File: src/rtl/wb_arbiter.sv
// Writeback arbiter: picks an ALU or LSU result, stages it for one cycle and drives the regfile
// write port plus the decode bypass. Optional perf counters are enabled by WB_ARBITER_PERF_EN.
module wb_arbiter #(
  parameter int unsigned XLEN         = 32,
  parameter int unsigned RFIDX_WIDTH  = 5,
  parameter int unsigned STARVE_LIMIT = 4
) (
  input  logic                   clk,
  input  logic                   rst_n,
  input  logic                   alu_wb_valid,
  output logic                   alu_wb_ready,
  input  logic [RFIDX_WIDTH-1:0] alu_wb_rd,
  input  logic [XLEN-1:0]        alu_wb_data,
  input  logic                   lsu_wb_valid,
  output logic                   lsu_wb_ready,
  input  logic [RFIDX_WIDTH-1:0] lsu_wb_rd,
  input  logic [XLEN-1:0]        lsu_wb_data,
  input  logic                   flush,
`ifdef WB_ARBITER_PERF_EN
  output logic [31:0]            perf_alu_cnt,
  output logic [31:0]            perf_lsu_cnt,
  output logic [31:0]            perf_conflict_cnt,
  output logic [31:0]            perf_x0_cnt,
`endif
  output logic                   reg_write,
  output logic [RFIDX_WIDTH-1:0] write_addr,
  output logic [XLEN-1:0]        write_data,
  output logic                   fwd_valid,
  output logic [RFIDX_WIDTH-1:0] fwd_rd,
  output logic [XLEN-1:0]        fwd_data
);

  localparam logic [3:0] StarveLim = 4'(STARVE_LIMIT);

  logic [3:0]             starve_q, starve_d;
  logic                   grant;
  logic [RFIDX_WIDTH-1:0] sel_rd;
  logic [XLEN-1:0]        sel_data;
  logic                   reg_write_q, reg_write_d;
  logic [RFIDX_WIDTH-1:0] write_addr_q;
  logic [XLEN-1:0]        write_data_q;

  // Readies are held low while reset is asserted so every output reads 0 during reset.
  always_comb begin
    alu_wb_ready = 1'b0;
    lsu_wb_ready = 1'b0;
    if (rst_n && !flush) begin
      if (alu_wb_valid && (!lsu_wb_valid || (starve_q == StarveLim))) begin
        alu_wb_ready = 1'b1;
      end else if (lsu_wb_valid) begin
        lsu_wb_ready = 1'b1;
      end
    end
  end

  always_comb begin
    starve_d = starve_q;
    if (alu_wb_ready) begin
      starve_d = 4'd0;
    end else if (alu_wb_valid && !flush && (starve_q < StarveLim)) begin
      starve_d = starve_q + 4'd1;
    end
  end

  always_comb begin
    grant       = alu_wb_ready | lsu_wb_ready;
    sel_rd      = alu_wb_ready ? alu_wb_rd : lsu_wb_rd;
    sel_data    = alu_wb_ready ? alu_wb_data : lsu_wb_data;
    reg_write_d = grant && (sel_rd != '0);
  end

  always_ff @(posedge clk or negedge rst_n) begin
    if (!rst_n) begin
      starve_q     <= 4'd0;
      reg_write_q  <= 1'b0;
      write_addr_q <= '0;
      write_data_q <= '0;
    end else begin
      starve_q    <= starve_d;
      reg_write_q <= reg_write_d;
      // Address and data track every grant, x0 included; only the enable is suppressed.
      if (grant) begin
        write_addr_q <= sel_rd;
        write_data_q <= sel_data;
      end
    end
  end

  assign reg_write  = reg_write_q;
  assign write_addr = write_addr_q;
  assign write_data = write_data_q;
  assign fwd_valid  = reg_write_q;
  assign fwd_rd     = write_addr_q;
  assign fwd_data   = write_data_q;

`ifdef WB_ARBITER_PERF_EN
  logic [31:0] perf_alu_q, perf_lsu_q, perf_conflict_q, perf_x0_q;

  always_ff @(posedge clk or negedge rst_n) begin
    if (!rst_n) begin
      perf_alu_q      <= '0;
      perf_lsu_q      <= '0;
      perf_conflict_q <= '0;
      perf_x0_q       <= '0;
    end else begin
      if (alu_wb_ready) perf_alu_q <= perf_alu_q + 32'd1;
      if (lsu_wb_ready) perf_lsu_q <= perf_lsu_q + 32'd1;
      if (alu_wb_valid && lsu_wb_valid && !flush) perf_conflict_q <= perf_conflict_q + 32'd1;
      if (grant && (sel_rd == '0)) perf_x0_q <= perf_x0_q + 32'd1;
    end
  end

  assign perf_alu_cnt      = perf_alu_q;
  assign perf_lsu_cnt      = perf_lsu_q;
  assign perf_conflict_cnt = perf_conflict_q;
  assign perf_x0_cnt       = perf_x0_q;
`endif

endmodule

File: config.mk
export PLATFORM = sky130hd
export DESIGN_NAME = wb_arbiter
export DESIGN_NICKNAME = d
export VERILOG_FILES = /design/src/rtl/wb_arbiter.sv
export SDC_FILE = /design/constraint.sdc
export NUM_CORES = 1
export LEC_CHECK = 0
export ABC_AREA = 1
export CAP_MARGIN = 10
export CORE_UTILIZATION = 39
export CTS_CLUSTER_DIAMETER = 100
export DETAILED_ROUTE_END_ITERATION = 7
export GPL_TIMING_DRIVEN = 0
export MAX_ROUTING_LAYER = met4
export PLACE_DENSITY = 0.86
export SYNTH_ARGS = -nofsm -noshare
export SYNTH_HDL_FRONTEND = slang
export SYNTH_SLANG_ARGS = --single-unit
File: constraint.sdc
create_clock -name clk -period 3.83 [get_ports clk]
set_clock_uncertainty 0.15 [all_clocks]
set_input_delay 0.5745 -clock clk [delete_from_list [all_inputs] [get_ports clk]]
set_output_delay 0.5745 -clock clk [all_outputs]
set_load 0.01 [all_outputs]
* Yosys cells after proc, flatten, opt, wreduce, memory -nomap -nowiden
Cells that the tools add are included.
Storage, ports and cells: register bits 42, bits in latches 0, RAM bits 0, memory bits (read-only) 0, bits of input ports 79, output and inout port bits 78, logic and storage cells 27, memories kept 0
Cells by class: add/subtract/negate cells 1, multipliers 0, divide/modulo/power cells 0, magnitude comparators 1, equal/unequal tests 1, shift operators 0, mux-type cells 9, bitwise gates (word level) 1, reduce and logical (&&, ||, !) cells 10
Operator list (number):
- two-way mux 32 bit | 1
- two-way mux 4 bit | 2
- logical AND 1 bit | 5
- two-way mux 1 bit | 5
- two-way mux 5 bit | 1
- nonzero test 5 bit | 1
- adder 4 x 1 -> 4 bit, second input constant | 1
- equality test 4 x 3 -> 1 bit, second input constant | 1
- < comparator 4 x 3 -> 1 bit, second input constant | 1
- logical NOT 1 bit | 2
- nonzero test 2 bit | 1
- logical OR 1 bit | 1
- bitwise OR 1 bit | 1

* Longest topological paths before layout
Gate-level depths: netlist (run 1).
depth after elaboration 8, mapped depth 11, gate-level depth less buffers 10

* Least setup slack after synthesis (run 1)
Ideal clock, no wire load.
path type input-to-output, start point input port flush, end point output port alu_wb_ready, arrival 1243 ps, data required time 3105 ps, setup slack 1863 ps, stages on the path 7, buffers on the path 2, cell sequence inv_2 nand2_1 inv_2 nand3_4 inv_4 buf_8 buf_12
On the way: cells in the longest elaborated chain, start to end 3
RTL lines:
- start, declared | line 18 | input logic flush,
- logical NOT 1 bit | line 47 | if (rst_n && !flush) begin
- logical AND 1 bit | line 47
- two-way mux 1 bit | line 47
- end, declared | line 11 | output logic alu_wb_ready,
No other way between the ends.

* Worst setup path after layout (run 1)
start point input port rst_n, end point output port alu_wb_ready
On the way: cells in the longest elaborated chain, start to end 2
RTL lines:
- start, declared | line 9 | input logic rst_n,
- logical AND 1 bit | line 47
- two-way mux 1 bit | line 47
No other way between the ends.

==> results of run 1 <==
-- report_power, final --
group	internal, mW	switching (mW)	total (mW)
registers	0.573	0.109	0.682
clock network	0.146	0.153	0.299
logic	0.688	0.393	1.08
total	1.41	0.656	2.06
-- state kept, by name, indices dropped and copies added, names as in the netlist --
name / flops
fwd_rd: 5
starve_q: 4
fwd_valid: 1
fwd_data: 32
-- routing by layer --
layer / vias to the layer above / part of all wire / track usage / wire length, um
met5: - / 0 / - / 0
met4: 0 / 0.0060 / 0.04643 / 42
met3: 4 / 0.071 / 0.04719 / 501
met2: 102 / 0.54 / 0.4034 / 3803
met1: 1119 / 0.38 / 0.2465 / 2677
li1: 1175 / - / - / -
-- metrics by stage --
step                total power, mW    util  setup WS (ns)  hold slack, ns  instances
floorplan                     1.158       -          1.863          0.1289        274
global placement              1.741  0.6857        -0.9642          0.3220        505
detailed placement            1.780  0.6882         0.6835          0.3232        506
CTS                           2.081  0.7036         0.6822         0.08164        514
global route                  2.193  0.7036         0.5523         0.09664        514
finish                        2.062  0.7036         0.7171         0.07906        514
-- cell families after synthesis --
group	share of synthesized area
compound gates	0.1973
fa+ha+maj	0.01030
buf+inv	0.2447
flops	0.4328
simple gates	0.1149
-- how the worst min path moves through the flow --
stage	cells past startpoint	slack (ns)	to
floorplan	0	0.13	fwd_data[0]
global placement	2	0.32	starve_q[3]
detailed placement	2	0.32	starve_q[3]
CTS	1	0.08	fwd_data[12]
global route	1	0.1	fwd_data[12]
finish	1	0.08	fwd_data[12]
-- layout by cell type, fill, tap and decap left out, drive strengths merged --
cell	n
clkdlybuf4s50	155
inv	54
buf	51
dfrtp	42
nand2	39
o21ai	27
a22oi	18
o22ai	14
a21oi	14
clkbuf	8
nor2	5
nand4	4
nand3	4
ha	2
a31oi	1
clkinv	1
-- final cells by class --
class                           count  area (um2)
Sequential cell                    42        1051
Tap cell                           75       93.84
Fill cell                         494        1765
Inverter                           54       205.2
Buffer                             50       389.1
Clock inverter                      1       5.005
Multi-Input combinational cell    128       783.3
Clock buffer                        7       86.33
Timing Repair Buffer              157        1577
-- critical path, stage by stage --
cell	delay, ns
buf_2	0.39
nand2_1	0.18
inv_2	0.13
nand3_4	0.15
inv_4	0.13
buf_8	0.14
buf_12	0.14
clkdlybuf4s50_1	0.53
==> results.yml, run 1 <==
routing:
  vias: 2400
  wire_per_inst_um: 13.67
  first_iter_violations: 134
  viasPerCell: 4.669
  dr.pass1.iters: 4
  ant_nets: 0
  routed_wl_mm: 7.024
  route.detailed.drc: 0
setup_path:
  critPathCaptureType: "output port"
  worstPathRequired_ns: 3.11
  rr_startpoint: "starve_q[0]"
  reg2reg_to: "starve_q[1]"
  worstPathArrival_ns: 2.39
  cp-startpoint: "rst_n"
  critPathCapture: "alu_wb_ready"
  critPathMaxFanout: 20
  reg2reg_depth: 10
  rrSetupSlack_ns: 1.95
  start_kind: "input pin"
  crit_type: "in2out"
global_route:
  grt_max_degree: 25
  grt_pass1_vias: 2304
  grt_pass1_wl_mm: 10.81
  grt.total_usage: 0.2212
  overflow: 0
  grt_antenna_before_repair: 0
sta:
  post-route-period-util: 0.8128
  rsz0062_at_grt: "false"
  fin_crit_ns: 3.113
  final.setup.tns_ns: 0
  fmax_mhz: 321.2
  tightestPinTransition_ns: 0.4798
  finalHoldViolCount: 0
  setup_viol_count_final: 0
  slew_violations: 0
  relSlewSlack: 0.6801
cts:
  cts_tree: "built"
  clk_pin_slew_ns: 0.08
  cts_root_buf: "clkbuf_8"
  cts_buffers: 5
  cts_resized: 0
  holdBufCountCts: 0
  clk-insertion-delay-late_ns: 0.28
  cts_sinks: 42
  post_cts_buffers: 0
  clk_path_buf_depth: 2
  h-tree-depth: 2
synth:
  yosysWarningCount: 0
  synthArstFlopShare: 1.000
  syn-num-nets: 355
  syn-cell-area_um2: 2429
  yosysTopAreaCellShare: 0.4328
  synthCells: 274
  synth_commonest_cells: "48 x inv_1, 42 x dfrtp_1, 39 x buf_4, 28 x nand2_1, 20 x o21ai_0"
  synth.most_common_cell: "inv_1"
  synthTopCellsByArea: "dfrtp_1 43%, buf_4 12%, inv_1 7.4%, a22oi_2 4.6%, nand2_1 4.3%"
  synth_largest_area_cell: "dfrtp_1"
  synth_edf_count: 0
  yosysUniqueCellTypes: 29
  synth_flop_cell: "dfrtp_1"
  avgSynthCellArea_um2: 8.863
  synth_seq_area_share: 0.4328
  synth.ff_latch_count: 42
floorplanning:
  die-area_um2: 6546
  io_pins: 157
  fp.dieW_um: 80.91
  rows: 28
  core_um2: 5956
  start_util: 0.4078
  die_h_um: 80.91
placement:
  hpwl_mm: 5.711
  placed_cell_area_um2: 4099
  io_buffers: 156
  place_congestion: 0.8501
power:
  total_leakage_power_nw: 1.962
  max-vdd-ir-drop_uv: 265.4
  power-per-cell-area_nw_per_um2: 492.1
finish:
  diodes: 0
  finalNetCount: 519
  area_growth_syn_to_layout_pct: 72.54
  layout-drive-gt1-share: 0.1982
  stdcell_area_um2: 4190
job:
  drv_cap: 0
outcome:
  status: "complete, no violations"
hold_path:
  worstHoldPathType: "in2async"
Note: power is estimated with default switching activity, not from simulation.
==> inputs of run 2 (changes only) <==
CORE_UTILIZATION = 33   (was 39)
PLACE_DENSITY = 0.77   (was 0.86)
clock period = 2.6 ns   (was 3.83 ns; I/O delays follow)
==> results.yml, run 2 (synthesis gave the netlist of run 1 again) <==
setup_path:
  slowest_delay_ns: 0.39
  cpMaxStageDelayCell: "dfrtp_1"
  worstPathRequired_ns: 2.06
  critPathCaptureType: "output port"
  reg2reg_to: "fwd_valid"
  cp_cell_sequence: "inv_1 > ha_1 > nand3_2 > nand2_4 > nand3_4 > inv_4 > buf_8 > buf_12 > dlygate4sd2_1"
  rrSetupSlack_ns: 0.59
  reg2reg_depth: 12
  worstPathArrival_ns: 1.89
  rr_startpoint: "starve_q[0]"
  critPathBufInv: 5
  critPathMaxFanout: 10
  cp_top_family: "buffers and inverters"
  start_kind: "flip-flop"
  crit_type: "reg2out"
power:
  intPower_mw: 2.152
  seq_power_share: 0.320
  p_sw_uw: 961.0
  clkPwrFrac: 0.163
  power_frac_comb: 0.516
  total_leakage_power_nw: 2.009
  max-vdd-ir-drop_uv: 383.9
  power-per-cell-area_nw_per_um2: 727.7
  power_switching_share: 0.3087
placement:
  place_congestion: 0.7607
  io_buffers: 156
  placed_cell_area_um2: 4133
  hpwl_mm: 5.587
  dp_cells: 527
sta:
  tightestPinTransition_ns: 0.8408
  fin_crit_ns: 2.434
  fmax_mhz: 410.9
  rsz0062_at_grt: "false"
  hold-worst-slack_ns: 0.3489
  slew_violations: 0
  setup_viol_count_final: 0
  post-route-period-util: 0.9361
  relSlewSlack: 0.4376
  finalHoldViolCount: 0
finish:
  largest_register_ffs: 32
  final_common_cell: "clkdlybuf4s50_1"
  layout-drive-gt1-share: 0.1986
  finalNonFillerCells: 539
  final_cell_mix: "153 x clkdlybuf4s50_1, 48 x inv_1, 42 x buf_4, 42 x dfrtp_1, 28 x nand2_1"
  area_growth_syn_to_layout_pct: 76.15
  stdcell_area_um2: 4278
  finalNetCount: 523
  utilization: 0.6160
  diodes: 0
global_route:
  busiest_layer: "met2"
  met1_usage: 0.2292
  grt_max_degree: 24
  grt_antenna_before_repair: 0
  overflow: 0
  grt_pass1_wl_mm: 11.54
  grt.total_usage: 0.1997
  grt_pass1_vias: 2467
  met3_usage: 0.04336
  use_met2: 0.3538
outcome:
  status: "complete, no violations"
cts:
  cts_sinks: 42
  cts_buffers: 5
  cts_tree: "built"
  clk_path_buf_depth: 2
  clk-insertion-delay-late_ns: 0.29
  h-tree-depth: 2
  cts_root_buf: "clkbuf_8"
  clk_pin_slew_ns: 0.08
floorplanning:
  start_util: 0.3497
  fp.dieW_um: 87.79
  rows: 30
  io_pins: 157
  die_h_um: 87.79
  die-area_um2: 7706
  core_um2: 6944
routing:
  routed_wl_mm: 7.124
  first_iter_violations: 63
  ant_nets: 0
  route.detailed.drc: 0
  dr.pass1.iters: 4
  wire_per_inst_um: 13.22
  viasPerCell: 4.451
  vias: 2399
hold_path:
  hold_depth: 2
  min_to: "starve_q[3]"
  min_from: "starve_q[3]"
  worstHoldPathType: "reg2reg"
job:
  drv_cap: 0
-- run 2: worst max-delay path by stage --
stage | startpoint | endpoint | slack [ns] | depth (start not counted)
floorplan | starve_q[0] | alu_wb_ready | 0.83 | 8
global placement | rst_n | alu_wb_ready | -1.84 | 8
detailed placement | rst_n | alu_wb_ready | -0.25 | 8
CTS | starve_q[0] | lsu_wb_ready | 0.003 | 8
global route | starve_q[0] | alu_wb_ready | 0.04 | 9
finish | starve_q[0] | alu_wb_ready | 0.17 | 9
-- run 2: power groups by stage --
| stage | Combinational [mW] | Clock (mW) | Sequential, mW |
|---|---|---|---|
| floorplan | 0.641 | 0 | 1.06 |
| global placement | 1.57 | 0 | 1.00 |
| detailed placement | 1.61 | 0 | 1.01 |
| CTS | 1.62 | 0.523 | 1.00 |
| global route | 1.74 | 0.561 | 1.02 |
| finish | 1.61 | 0.509 | 0.998 |
-- run 2: final cells by class --
| class | count | area (um2) |
|---|---|---|
| inverters | 54 | 205.2 |
| clock buffers | 7 | 76.32 |
| plain buffers | 50 | 389.1 |
| flip-flops and latches | 42 | 1051 |
| repair buffers | 161 | 1623 |
| multi-input cells | 128 | 783.3 |
| clock inverters | 1 | 30.03 |
| well taps | 96 | 120.1 |
| fillers | 618 | 2666 |
-- run 2: what timing repair did --
action	CTS	global route
setup buffers	2	0
hold buffers	2	0
setup endpoints to repair	2	1
hold endpoints to repair	19	0
gates resized for setup	2	1
-- run 2: worst reg2reg max path: cells and delay by family (launching register included) --
family / cells / cell delay, ns
AND/OR/NAND/NOR: 8 / 0.69
adder cells (fa/ha/maj): 1 / 0.22
buffers and inverters: 3 / 0.48
flip-flops: 1 / 0.36
-- run 2: layer usage --
metal / share of wire / wire length (um) / vias up
met3: 0.075 / 531 / 9
met2: 0.50 / 3564 / 101
met1: 0.41 / 2942 / 1107
li1: - / - / 1182
met5: 0 / 0 / -
met4: 0.012 / 85 / 0
-- run 2: metrics by stage --
| step | power [mW] | TNS (ns) | setup slack, ns |
|---|---|---|---|
| 2_1_floorplan | 1.705 | 0 | 0.8284 |
| 3_3_place_gp | 2.572 | -60.22 | -1.841 |
| 3_5_place_dp | 2.625 | -0.3113 | -0.2520 |
| 4_1_cts | 3.148 | 0 | 0.002781 |
| 5_1_grt | 3.325 | 0 | 0.04300 |
| 6_report | 3.113 | 0 | 0.1662 |
==> inputs of run 3 (changes only) <==
CORE_MARGIN = 1.5   (was default)
==> results.yml, run 3 (synthesis gave the netlist of run 1 again) <==
setup_path:
  rr_startpoint: "starve_q[0]"
  cp_cell_sequence: "inv_1 > ha_1 > nand3_2 > nand2_4 > nand3_4 > inv_4 > buf_8 > buf_12 > dlygate4sd2_1"
  reg2reg_depth: 12
  cp.depth: 9
  cpMaxStageDelayCell: "dfrtp_1"
  critPathBufInv: 5
  crit_type: "reg2out"
  critPathMaxFanout: 10
  start_kind: "flip-flop"
  slowest_delay_ns: 0.39
  cp-startpoint: "starve_q[0]"
  critPathCapture: "alu_wb_ready"
  worstPathArrival_ns: 1.85
  worstPathRequired_ns: 2.06
  rrSetupSlack_ns: 0.63
  cp_top_family: "buffers and inverters"
  reg2reg_to: "fwd_valid"
  critPathCaptureType: "output port"
routing:
  dr.pass1.iters: 4
  first_iter_violations: 32
  wire_per_inst_um: 13.31
  routed_wl_mm: 7.189
  ant_nets: 0
  vias: 2424
  route.detailed.drc: 0
  viasPerCell: 4.489
cts:
  clk_path_buf_depth: 2
  cts_root_buf: "clkbuf_8"
  cts_tree: "built"
  h-tree-depth: 2
  clk_pin_slew_ns: 0.08
  cts_sinks: 42
  clk-insertion-delay-late_ns: 0.29
  cts_buffers: 5
global_route:
  grt_pass1_vias: 2404
  grt_antenna_before_repair: 0
  overflow: 0
  grt_pass1_wl_mm: 10.98
  grt.total_usage: 0.1859
  grt_max_degree: 40
finish:
  largest_register_ffs: 32
  utilization: 0.5934
  diodes: 0
  layout-drive-gt1-share: 0.2018
  seq_area_um2: 1051
  n_fill_cell: 626
  final_cell_mix: "153 x clkdlybuf4s50_1, 48 x inv_1, 42 x dfrtp_1, 41 x buf_4, 28 x nand2_1"
  multiInputGateArea_um2: 783.3
  finalNetCount: 523
  area_growth_syn_to_layout_pct: 75.32
  final_common_cell: "clkdlybuf4s50_1"
floorplanning:
  die-area_um2: 7883
  fp.dieW_um: 88.79
  rows: 31
  die_h_um: 88.79
  start_util: 0.3384
  io_pins: 157
  core_um2: 7176
power:
  total_leakage_power_nw: 2.001
  power-per-cell-area_nw_per_um2: 708.5
  max-vdd-ir-drop_uv: 277.0
hold_path:
  worstHoldPathType: "in2async"
placement:
  io_buffers: 156
  place_congestion: 0.8313
  hpwl_mm: 5.545
sta:
  relSlewSlack: 0.7076
  setup_viol_count_final: 0
  rsz0062_at_grt: "false"
  tightestPinTransition_ns: 0.4386
  fmax_mhz: 418.6
  finalHoldViolCount: 0
  post-route-period-util: 0.9187
  slew_violations: 0
  fin_crit_ns: 2.389
  hold-worst-slack_ns: 0.04173
outcome:
  status: "complete, no violations"
job:
  drv_cap: 0
[run 3: cell count changes in the layout (fill, tap and decap cells not counted)]
cell	previous run	this run
buf_12	1	3
clkbuf_1	3	1
buf_16	1	0
buf_2	4	5
buf_4	42	41
bufinv_16	1	0
clkbuf_8	5	6
dlygate4sd3_1	2	1
[run 3: worst min-delay path, cell delays in order]
cell and delay [ns]:
buf_2 0.11, buf_12 0.12, buf_12 0.22
[run 3: worst min path at each step]
stage / start / to
6_report: rst_n / fwd_data[15]
5_1_grt: rst_n / fwd_data[15]
4_1_cts: rst_n / fwd_data[15]
3_5_place_dp: rst_n / fwd_data[14]
3_3_place_gp: starve_q[3] / starve_q[3]
2_1_floorplan: rst_n / fwd_data[0]
[run 3: final cells by class]
class                           count  area share
Buffer                             50     0.09139
Clock buffer                        6     0.01939
Inverter                           54     0.04819
Multi-Input combinational cell    128      0.1840
Sequential cell                    42      0.2468
Tap cell                           99     0.02909
Timing Repair Buffer              161      0.3811
[run 3: metal layers]
metal / global-route usage / wire, um / part of all wire
met1: 0.2157 / 2933 / 0.41
met2: 0.3189 / 3540 / 0.49
met3: 0.04478 / 564 / 0.078
met4: 0.05398 / 151 / 0.021
met5: - / 0 / 0
[run 3: per-stage QoR]
step,std cells,cell area [um2],setup TNS [ns],worst slack (ns),power [mW]
final,540,4258,0,0.2113,3.017
after global routing,540,4258,0,0.07666,3.213
after CTS,540,4255,0,0.008820,3.050
after detailed placement,530,4129,-0.1350,-0.1350,2.612
after global placement,529,4114,-57.34,-1.827,2.566
after floorplan,274,2429,0,0.8284,1.705
[run 3: what timing repair did]
item                                    in CTS  in global routing
hold buffers                                 2                  0
setup buffers                                2                  0
gates resized for setup                      1                  1
hold endpoints to repair                    42                  0
endpoints found under the setup margin       1                  1
[run 3: report_power, final]
part           total, mW  leakage, nW  internal, mW  switching, mW
Clock              0.423       0.0431         0.205          0.217
Combinational       1.60         1.47          1.02          0.579
Sequential         0.995        0.487         0.844          0.151
